==> src/rtl/ps2_pkg.sv <==
// Shared definitions for the PS/2 mouse receive path: character FSM encoding,
// framing constants and status-byte bit positions.
package ps2_pkg;

    typedef enum logic [1:0] {
        IDLE,
        DATA,
        PARITY,
        STOP
    } ps2_state_e;

    localparam int unsigned PS2_DATA_BITS = 8;
    localparam int unsigned PS2_PKT_BYTES = 3;

    // Bit positions inside packet byte 0 (status)
    localparam int unsigned BTN_L = 0;
    localparam int unsigned BTN_R = 1;
    localparam int unsigned BTN_M = 2;
    localparam int unsigned SYNC  = 3;
    localparam int unsigned XSIGN = 4;
    localparam int unsigned YSIGN = 5;
    localparam int unsigned XOVF  = 6;
    localparam int unsigned YOVF  = 7;

    // Odd parity holds when data plus parity bit carry an odd number of ones
    function automatic logic odd_parity_ok(logic [PS2_DATA_BITS-1:0] data, logic par);
        return ^{data, par};
    endfunction

endpackage

==> src/rtl/ps2_char_rx.sv <==
// PS/2 character receiver: start bit, 8 data bits LSB-first, odd parity, stop.
// Advances one bit per falling edge of Mouse_Clk. char_done/char_ok/char_byte are
// presented combinationally during the STOP bit so the consumer can act on that
// same edge. Parity is enforced only when PS2_PARITY_CHECK_EN is defined.
module ps2_char_rx
    import ps2_pkg::*;
(
    input  logic       Mouse_Clk,
    input  logic       reset,
    input  logic       Mouse_Data,
    output logic       char_done,
    output logic       char_ok,
    output logic [7:0] char_byte,
    output logic       char_busy
);

    ps2_state_e state_q, state_d;
    logic [2:0] bit_cnt_q, bit_cnt_d;
    logic [7:0] shift_q, shift_d;
    logic       par_q, par_d;
    logic       parity_ok;

    // Bit-level state register, advanced on the falling PS/2 clock edge
    always_ff @(negedge Mouse_Clk or posedge reset) begin
        if (reset) begin
            state_q   <= IDLE;
            bit_cnt_q <= '0;
            shift_q   <= '0;
            par_q     <= 1'b0;
        end else begin
            state_q   <= state_d;
            bit_cnt_q <= bit_cnt_d;
            shift_q   <= shift_d;
            par_q     <= par_d;
        end
    end

    // Next-state logic: framing of one character
    always_comb begin
        state_d   = state_q;
        bit_cnt_d = bit_cnt_q;
        shift_d   = shift_q;
        par_d     = par_q;
        unique case (state_q)
            IDLE: begin
                // A high line while idle is a glitch or idle level, not an error
                if (!Mouse_Data) begin
                    state_d   = DATA;
                    bit_cnt_d = '0;
                end
            end
            DATA: begin
                shift_d   = {Mouse_Data, shift_q[7:1]};
                bit_cnt_d = bit_cnt_q + 3'd1;
                if (bit_cnt_q == 3'(PS2_DATA_BITS - 1)) begin
                    state_d = PARITY;
                end
            end
            PARITY: begin
                par_d   = Mouse_Data;
                state_d = STOP;
            end
            STOP: begin
                state_d = IDLE;
            end
            default: state_d = IDLE;
        endcase
    end

    assign parity_ok = odd_parity_ok(shift_q, par_q);

    // Character result is valid during the STOP bit, judged on the live stop level
    always_comb begin
        char_done = (state_q == STOP);
        char_byte = shift_q;
`ifdef PS2_PARITY_CHECK_EN
        char_ok   = Mouse_Data & parity_ok;
`else
        char_ok   = Mouse_Data;
`endif
    end

`ifndef PS2_PARITY_CHECK_EN
    // Parity is still captured but deliberately ignored in this build
    logic unused_parity_ok;
    assign unused_parity_ok = parity_ok;
`endif

    assign char_busy = (state_q != IDLE);

endmodule

==> src/rtl/ps2_mouse_packet_ctrl.sv <==
// PS/2 mouse packet sequencer. Assembles three validated characters into a
// movement packet, applies sync-bit and overflow rules, and publishes the result
// with a toggle strobe for safe transfer into another clock domain.
// Optional feature macro: PS2_PARITY_CHECK_EN (odd-parity failures become rejects).
module ps2_mouse_packet_ctrl
    import ps2_pkg::*;
#(
    parameter int unsigned ERR_CNT_W        = 8,
    parameter bit          REQUIRE_SYNC_BIT = 1'b1
) (
    input  logic                 Mouse_Clk,
    input  logic                 reset,
    input  logic                 Mouse_Data,
    output logic [7:0]           pkt_status,
    output logic [8:0]           pkt_dx,
    output logic [8:0]           pkt_dy,
    output logic                 pkt_toggle,
    output logic                 frame_err,
    output logic [ERR_CNT_W-1:0] err_count,
    output logic                 busy
);

    logic       char_done;
    logic       char_ok;
    logic [7:0] char_byte;
    logic       char_busy;

    logic [1:0]           byte_idx_q, byte_idx_d;
    logic [7:0]           byte0_q, byte0_d;
    logic [7:0]           byte1_q, byte1_d;
    logic [7:0]           status_q, status_d;
    logic [8:0]           dx_q, dx_d;
    logic [8:0]           dy_q, dy_d;
    logic                 toggle_q, toggle_d;
    logic                 frame_err_q, frame_err_d;
    logic [ERR_CNT_W-1:0] err_cnt_q, err_cnt_d;

    logic reject;
    logic commit;

    ps2_char_rx u_char_rx (
        .Mouse_Clk  (Mouse_Clk),
        .reset      (reset),
        .Mouse_Data (Mouse_Data),
        .char_done  (char_done),
        .char_ok    (char_ok),
        .char_byte  (char_byte),
        .char_busy  (char_busy)
    );

    // Classify a finished character as rejected or committed
    always_comb begin
        reject = 1'b0;
        commit = 1'b0;
        if (char_done) begin
            if (!char_ok) begin
                reject = 1'b1;
            end else if (REQUIRE_SYNC_BIT && (byte_idx_q == 2'd0) && !char_byte[SYNC]) begin
                // Misaligned stream: drop this byte and keep hunting for byte 0
                reject = 1'b1;
            end else begin
                commit = 1'b1;
            end
        end
    end

    // Packet assembly, accept and error accounting
    always_comb begin
        byte_idx_d  = byte_idx_q;
        byte0_d     = byte0_q;
        byte1_d     = byte1_q;
        status_d    = status_q;
        dx_d        = dx_q;
        dy_d        = dy_q;
        toggle_d    = toggle_q;
        frame_err_d = reject;
        err_cnt_d   = err_cnt_q;

        if (reject) begin
            byte_idx_d = 2'd0;
            if (err_cnt_q != {ERR_CNT_W{1'b1}}) begin
                err_cnt_d = err_cnt_q + 1'b1;
            end
        end else if (commit) begin
            unique case (byte_idx_q)
                2'd0: begin
                    byte0_d    = char_byte;
                    byte_idx_d = 2'd1;
                end
                2'd1: begin
                    byte1_d    = char_byte;
                    byte_idx_d = 2'd2;
                end
                2'd2: begin
                    status_d   = byte0_q;
                    dx_d       = byte0_q[XOVF] ? 9'd0 : {byte0_q[XSIGN], byte1_q};
                    dy_d       = byte0_q[YOVF] ? 9'd0 : {byte0_q[YSIGN], char_byte};
                    toggle_d   = ~toggle_q;
                    byte_idx_d = 2'(PS2_PKT_BYTES) - 2'd3;
                end
                default: byte_idx_d = 2'd0;
            endcase
        end
    end

    // Packet-level state register on the falling PS/2 clock edge
    always_ff @(negedge Mouse_Clk or posedge reset) begin
        if (reset) begin
            byte_idx_q  <= 2'd0;
            byte0_q     <= '0;
            byte1_q     <= '0;
            status_q    <= '0;
            dx_q        <= '0;
            dy_q        <= '0;
            toggle_q    <= 1'b0;
            frame_err_q <= 1'b0;
            err_cnt_q   <= '0;
        end else begin
            byte_idx_q  <= byte_idx_d;
            byte0_q     <= byte0_d;
            byte1_q     <= byte1_d;
            status_q    <= status_d;
            dx_q        <= dx_d;
            dy_q        <= dy_d;
            toggle_q    <= toggle_d;
            frame_err_q <= frame_err_d;
            err_cnt_q   <= err_cnt_d;
        end
    end

    // Output mapping
    always_comb begin
        pkt_status = status_q;
        pkt_dx     = dx_q;
        pkt_dy     = dy_q;
        pkt_toggle = toggle_q;
        frame_err  = frame_err_q;
        err_count  = err_cnt_q;
        busy       = char_busy | (byte_idx_q != 2'd0);
    end

endmodule

==> config.mk <==
export PLATFORM = sky130hd
export DESIGN_NAME = ps2_mouse_packet_ctrl
export DESIGN_NICKNAME = d
export VERILOG_FILES = /design/src/rtl/ps2_pkg.sv /design/src/rtl/ps2_char_rx.sv /design/src/rtl/ps2_mouse_packet_ctrl.sv
export SDC_FILE = /design/constraint.sdc
export NUM_CORES = 1
export LEC_CHECK = 0
export ABC_AREA = 1
export CORE_ASPECT_RATIO = 1.1
export CORE_MARGIN = 2
export CORE_UTILIZATION = 55
export CTS_CLUSTER_DIAMETER = 120
export DETAILED_ROUTE_END_ITERATION = 12
export PLACE_DENSITY = 0.76
export SLEW_MARGIN = 30
export SYNTH_ARGS = -nofsm -noshare
export SYNTH_HDL_FRONTEND = slang
export SYNTH_SLANG_ARGS = --single-unit
==> constraint.sdc <==
create_clock -name Mouse_Clk -period 2.7 [get_ports Mouse_Clk]
set_input_delay 0.54 -clock Mouse_Clk [delete_from_list [all_inputs] [get_ports Mouse_Clk]]
set_output_delay 0.54 -clock Mouse_Clk [all_outputs]
set_load 0.01 [all_outputs]
==> flow_metrics.env, run 1 <==
export IMPL_status="finished with violations"
export IMPL_violations="setup timing"
export IMPL_die_w_um=75.4
export IMPL_power_density_nw_per_um2=1000
export IMPL_setup_viol=37
export IMPL_maxCapViolCount=0
export IMPL_fin_skew_ns=0.00802
export IMPL_synth_area_leader_cell="dfrtn_1"
export IMPL_core_area_um2=5400
export IMPL_drtIter0Drc=266
export IMPL_port_buffers=39
export IMPL_yosys_warnings=0
export IMPL_routed_wire_length_per_instance_um=14.4
export IMPL_tightestPinTransition_ns=0.764
export IMPL_place_congestion=0.836
export IMPL_drcViolationCount=0
export IMPL_power_leakage_uw=0.00239
export IMPL_final_seq_area_um2=1680
export IMPL_rows=28
export IMPL_yosys_most_used_dff="dfrtn_1"
export IMPL_fp_dieH_um=82.6
export IMPL_slew_headroom=0.491
export IMPL_synth_seq_cells=67
export IMPL_grt_pass1_wl_um=12500
export IMPL_synthCells=364
export IMPL_rsz0062_at_grt="true"
export IMPL_drt_pass1_iter_count=5
export IMPL_multi_input_area_um2=1220
export IMPL_hold_viol_final=0
export IMPL_start_util=0.572
export IMPL_r2r_slack_ns=0.59
export IMPL_htree_levels=3
export IMPL_netlist_top_cells_count="133 x nand2_1, 67 x dfrtn_1, 38 x nand4_1"
export IMPL_synth_most_common_cell="nand2_1"
export IMPL_slowest_stage="dfrtn_1"
export IMPL_drive_gt1_frac=0.288
export IMPL_hold_buffers=0
export IMPL_fin_cells=550
export IMPL_peakVddDrop_uv=742
export IMPL_viasPerCell=5.21
export IMPL_ys_seq_area_frac=0.543
export IMPL_synthesis_nets=375
export IMPL_numCtsBuffers=9
export IMPL_setup_ws_ns=-0.303
export IMPL_dpl_hpwl_um=4730
export IMPL_fill_cells=394
export IMPL_num_io_pins=40
export IMPL_cts_root_buf="clkbuf_8"
export IMPL_cp_arrival_ns=2.46
export IMPL_slowest_delay_ns=0.42
export IMPL_max_clock_path_buffers=2
export IMPL_required_ns=2.16
export IMPL_area_growth_pct=37.1
export IMPL_grt_ovfl_total=0
export IMPL_yosysTopAreaCellShare=0.543
export IMPL_totalWireLength_um=7920
export IMPL_synth_cell_types=20
export IMPL_antenna_left=0
export IMPL_synth_edf_count=0
export IMPL_crit_chain="inv_2, ha_4, nand2_2, buf_6"
export IMPL_crit_path_max_fanout=2
export IMPL_syn_cell_area_um2=3090
export IMPL_async_flop_share=1.00
export IMPL_antenna_cells=0
export IMPL_clock_sinks=67
export IMPL_grt_pass1_vias=2685
export IMPL_cp_start_kind="register"
export IMPL_hold_path_class="register to register"
export IMPL_clk_pin_slew_ns=0.05
export IMPL_endpoint_kind="output port"
export IMPL_dpl_cell_count=507
export IMPL_synthTopCellsByArea="dfrtn_1 54%, nand2_1 16%, nand4_1 7.7%"
export IMPL_dieArea_um2=6230
export IMPL_final_util=0.785
export IMPL_vias=2865
export IMPL_grtUsageTotal=0.270
export IMPL_cts_tree="done"
export IMPL_crit_type="register to output port"
export IMPL_fin_nets=481
export IMPL_clkLatencyLatePin_ns=0.33
export IMPL_syn_area_per_cell_um2=8.48
export IMPL_grt_max_degree=38
export IMPL_antenna_found_initial=0
export IMPL_drv_slew=0
==> worst max-delay path, delay by kind of cell, from the launching register on <==
kind                     cells  cell delay, ns
adder cells (fa/ha/maj)      1            0.16
buffers and inverters        2            0.15
flip-flops                   1            0.42
AND/OR/NAND/NOR              1            0.05
==> cells in the final DEF, fill, tap and decap left out, types with 4 or more instances in the layout <==
| master | n |
|---|---|
| ha_1 | 7 |
| buf_6 | 7 |
| nand2_1 | 132 |
| nand3_1 | 9 |
| inv_1 | 31 |
| nor2_1 | 24 |
| buf_4 | 64 |
| buf_12 | 4 |
| clkbuf_8 | 9 |
| buf_2 | 34 |
| o21ai_0 | 24 |
| dfrtn_1 | 67 |
| nand4_1 | 38 |
==> layer usage <==
layer  wire [µm]  global-route usage  up-vias
li1            -                   -     1391
met1        3350               0.335     1382
met2        4180               0.463       83
met3         303              0.0643        9
met4          81              0.0895        0
met5           0                   0        -
==> final cells by class <==
class / count / share of cell area
clock inverter: 6 / 0.0266
clock buffer: 10 / 0.0302
tap: 75 / 0.0222
multi-input combinational: 246 / 0.288
timing repair buffer: 112 / 0.206
inverter: 34 / 0.0310
sequential: 67 / 0.396
==> sequential cells by signal, indices dropped and copies added, names as in the netlist <==
name,count
err_count,8
u_char_rx.bit_cnt_q,3
pkt_dx,9
u_char_rx.state_q,2
pkt_dy,9
byte1_q,8
byte_idx_q,2
u_char_rx.char_byte,8
byte0_q,8
frame_err,1
pkt_toggle,1
pkt_status,8
==> repair_timing <==
| item | in CTS | in global routing |
|---|---|---|
| setup endpoints to repair | 95 | 54 |
| setup buffers | 15 | 10 |
| endpoints found under the hold margin | 0 | 0 |
| cloned | 1 | 1 |
| gates resized for setup | 160 | 5 |
| pin swaps | 2 | 2 |
==> metrics by stage <==
step	TNS (ns)	worst slack (ns)	cell area [µm²]	hold WS [ns]	power [µW]
2_1_floorplan	0	0.00160	3100	0.396	2350
3_3_place_gp	-33.69	-0.566	3880	0.409	3000
3_5_place_dp	-36.60	-0.632	3880	0.411	3070
4_1_cts	-2.58	-0.301	4120	0.413	4150
5_1_grt	-3.61	-0.358	4230	0.439	4500
6_report	-2.37	-0.303	4230	0.417	4250
==> power breakdown <==
part / switching, µW / internal (µW)
Clock: 393 / 617
Sequential: 217 / 1310
Combinational: 968 / 745
==> logic make-up (layout without fill, tap and decap cells) <==
logic type      count (synthesis)  count (layout)  synth area share
compound gates                 26              26            0.0474
xor+xnor                        3               3           0.00851
fa+ha+maj                       8               8            0.0324
buf+inv                        51             162            0.0713
flops                          67              67             0.543
simple gates                  209             209             0.297
==> path summary, 6_finish.rpt <==
| path | startpoint | to | cells past startpoint |
|---|---|---|---|
| worst max-delay path | u_char_rx.state_q[0] | busy | 4 |
| worst min-delay path | byte0_q[3] | byte0_q[3] | 2 |
| worst max register to register | u_char_rx.state_q[1] | pkt_status[4] | 7 |
| worst min register to register | byte0_q[3] | byte0_q[3] | 2 |
| max in group asynchronous | reset | u_char_rx.bit_cnt_q[2] | 3 |
| min in group asynchronous | reset | pkt_toggle | 3 |
Power figures use the tool's default switching activity.
==> run 2: changes to the inputs <==
CORE_ASPECT_RATIO = 0.75   (was 1.1)
CORE_UTILIZATION = 49   (was 55)
PLACE_DENSITY = 0.72   (was 0.76)
clock period = 2.4 ns   (was 2.7 ns; I/O delays follow)
==> flow_metrics.env, run 2 (synthesis results as in run 1) <==
export IMPL_status="finished with violations"
export IMPL_dpl_hpwl_um=4770
export IMPL_r2r_end="err_count[6]"
export IMPL_setup_viol=37
export IMPL_die_w_um=95.7
export IMPL_layout_common_cells="132 x nand2_1, 70 x buf_4, 67 x dfrtn_1"
export IMPL_clk_pin_slew_ns=0.05
export IMPL_drv_slew=0
export IMPL_drtIter0Drc=215
export IMPL_hold_path_class="register to register"
export IMPL_dieArea_um2=6960
export IMPL_rows=25
export IMPL_cts_root_buf="clkbuf_8"
export IMPL_htree_levels=3
export IMPL_grt_pass1_vias=2579
export IMPL_power_leakage_uw=0.00243
export IMPL_routed_wire_length_per_instance_um=13.5
export IMPL_tightestPinTransition_ns=0.630
export IMPL_endpoint_kind="output port"
export IMPL_layout_commonest_cell="nand2_1"
export IMPL_hold_viol_final=0
export IMPL_final_area_um2=4290
export IMPL_clkLatencyLatePin_ns=0.33
export IMPL_drive_gt1_frac=0.299
export IMPL_min_path_cells=2
export IMPL_port_buffers=39
export IMPL_place_congestion=0.778
export IMPL_met3_usage=0.0661
export IMPL_cts_tree="done"
export IMPL_fp_dieH_um=72.8
export IMPL_seqPwrFrac=0.371
export IMPL_p_int_uw=2920
export IMPL_fin_tns_setup_ns=-5.45
export IMPL_clkPwrFrac=0.229
export IMPL_power_share_switching=0.368
export IMPL_cp_arrival_ns=2.30
export IMPL_postPlaceCellArea_um2=3950
export IMPL_timing_rr_start="err_count[0]"
export IMPL_whs_endpoint="byte0_q[3]"
export IMPL_antenna_left=0
export IMPL_maxCapViolCount=0
export IMPL_antenna_cells=0
export IMPL_num_io_pins=40
export IMPL_totalWireLength_um=7590
export IMPL_max_clock_path_buffers=2
export IMPL_grtUsageMet1=0.329
export IMPL_grt_busiest_layer="met2"
export IMPL_worst_r2r_path_depth=10
export IMPL_setup_ws_ns=-0.382
export IMPL_area_growth_pct=38.8
export IMPL_grt_ovfl_total=0
export IMPL_vias=2804
export IMPL_rsz0062_at_grt="true"
export IMPL_slew_headroom=0.580
export IMPL_clock_sinks=67
export IMPL_cp_start_kind="register"
export IMPL_core_area_um2=6190
export IMPL_violations="setup timing"
export IMPL_p_sw_uw=1700
export IMPL_min_delay_start="byte0_q[3]"
export IMPL_start_util=0.499
export IMPL_grtUsageMet2=0.363
export IMPL_crit_path_max_fanout=2
export IMPL_fill_cells=474
export IMPL_required_ns=1.92
export IMPL_grtUsageTotal=0.235
export IMPL_viasPerCell=4.99
export IMPL_drcViolationCount=0
export IMPL_dp_slack_ns=-0.683
export IMPL_power_frac_comb=0.401
export IMPL_numCtsBuffers=9
export IMPL_grt_pass1_wl_um=12300
export IMPL_r2r_slack_ns=0.57
export IMPL_fin_nets=487
export IMPL_crit_type="register to output port"
export IMPL_power_density_nw_per_um2=1080
export IMPL_fin_skew_ns=0.00579
export IMPL_grt_max_degree=29
export IMPL_peakVddDrop_uv=751
export IMPL_final_util=0.692
export IMPL_drt_pass1_iter_count=6
export IMPL_antenna_found_initial=0
run 2: changes by cell type in the layout (fill, tap and decap cells not counted), sizes merged:
cell      change
clkinv        -1
clkinvlp      +1
buf           +5
clkbuf        +1
bufbuf        +2
inv           -1
bufinv        -1
run 2: cell type report:
cell class              instances  area [µm²]  share of cell area
repair buffers                118         926               0.216
inverters                      34         131              0.0306
flip-flops and latches         67        1680               0.391
multi-input cells             246        1220               0.285
well taps                      81         101              0.0236
clock inverters                 4        72.6              0.0169
clock buffers                  12         155              0.0362
run 2: per-stage QoR:
stage / cells / power, µW / hold WS [ns]
2_1_floorplan: 364 / 2670 / 0.396
3_3_place_gp: 519 / 3410 / 0.409
3_5_place_dp: 519 / 3470 / 0.415
4_1_cts: 550 / 4530 / 0.417
5_1_grt: 562 / 4940 / 0.433
6_report: 562 / 4620 / 0.419
run 2: power groups by stage:
stage	Sequential, µW	Combinational (µW)	Clock [µW]
floorplan	1740	930	0
global placement	1710	1700	0
detailed placement	1720	1750	0
CTS	1700	1760	1070
global route	1740	2070	1130
finish	1710	1850	1060
run 2: worst max path at each step:
| stage | endpoint | from | slack [ns] |
|---|---|---|---|
| 6_report | busy | u_char_rx.state_q[0] | -0.38 |
| 3_5_place_dp | byte1_q[6] | Mouse_Data | -0.68 |
| 3_3_place_gp | byte1_q[7] | Mouse_Data | -0.65 |
| 5_1_grt | busy | u_char_rx.state_q[0] | -0.43 |
| 2_1_floorplan | pkt_toggle | Mouse_Data | -0.09 |
| 4_1_cts | busy | u_char_rx.state_q[0] | -0.39 |
run 2: repair_timing:
action	in CTS	in global routing
pin swaps	3	0
resized for setup	156	3
hold buffers	0	0
gates cloned	2	0
setup endpoints to repair	96	42
setup buffers	13	12
run 2: critical path, stage by stage, from the launching register on:
cell     delay (ns)
dfrtn_1        0.42
inv_2          0.06
ha_4           0.15
nand2_2        0.05
buf_6          0.09
run 2: per-layer routing:
layer / up-vias / share of wire
li1: 1396 / -
met1: 1297 / 0.46
met2: 96 / 0.46
met3: 15 / 0.063
met4: 0 / 0.018
met5: - / 0
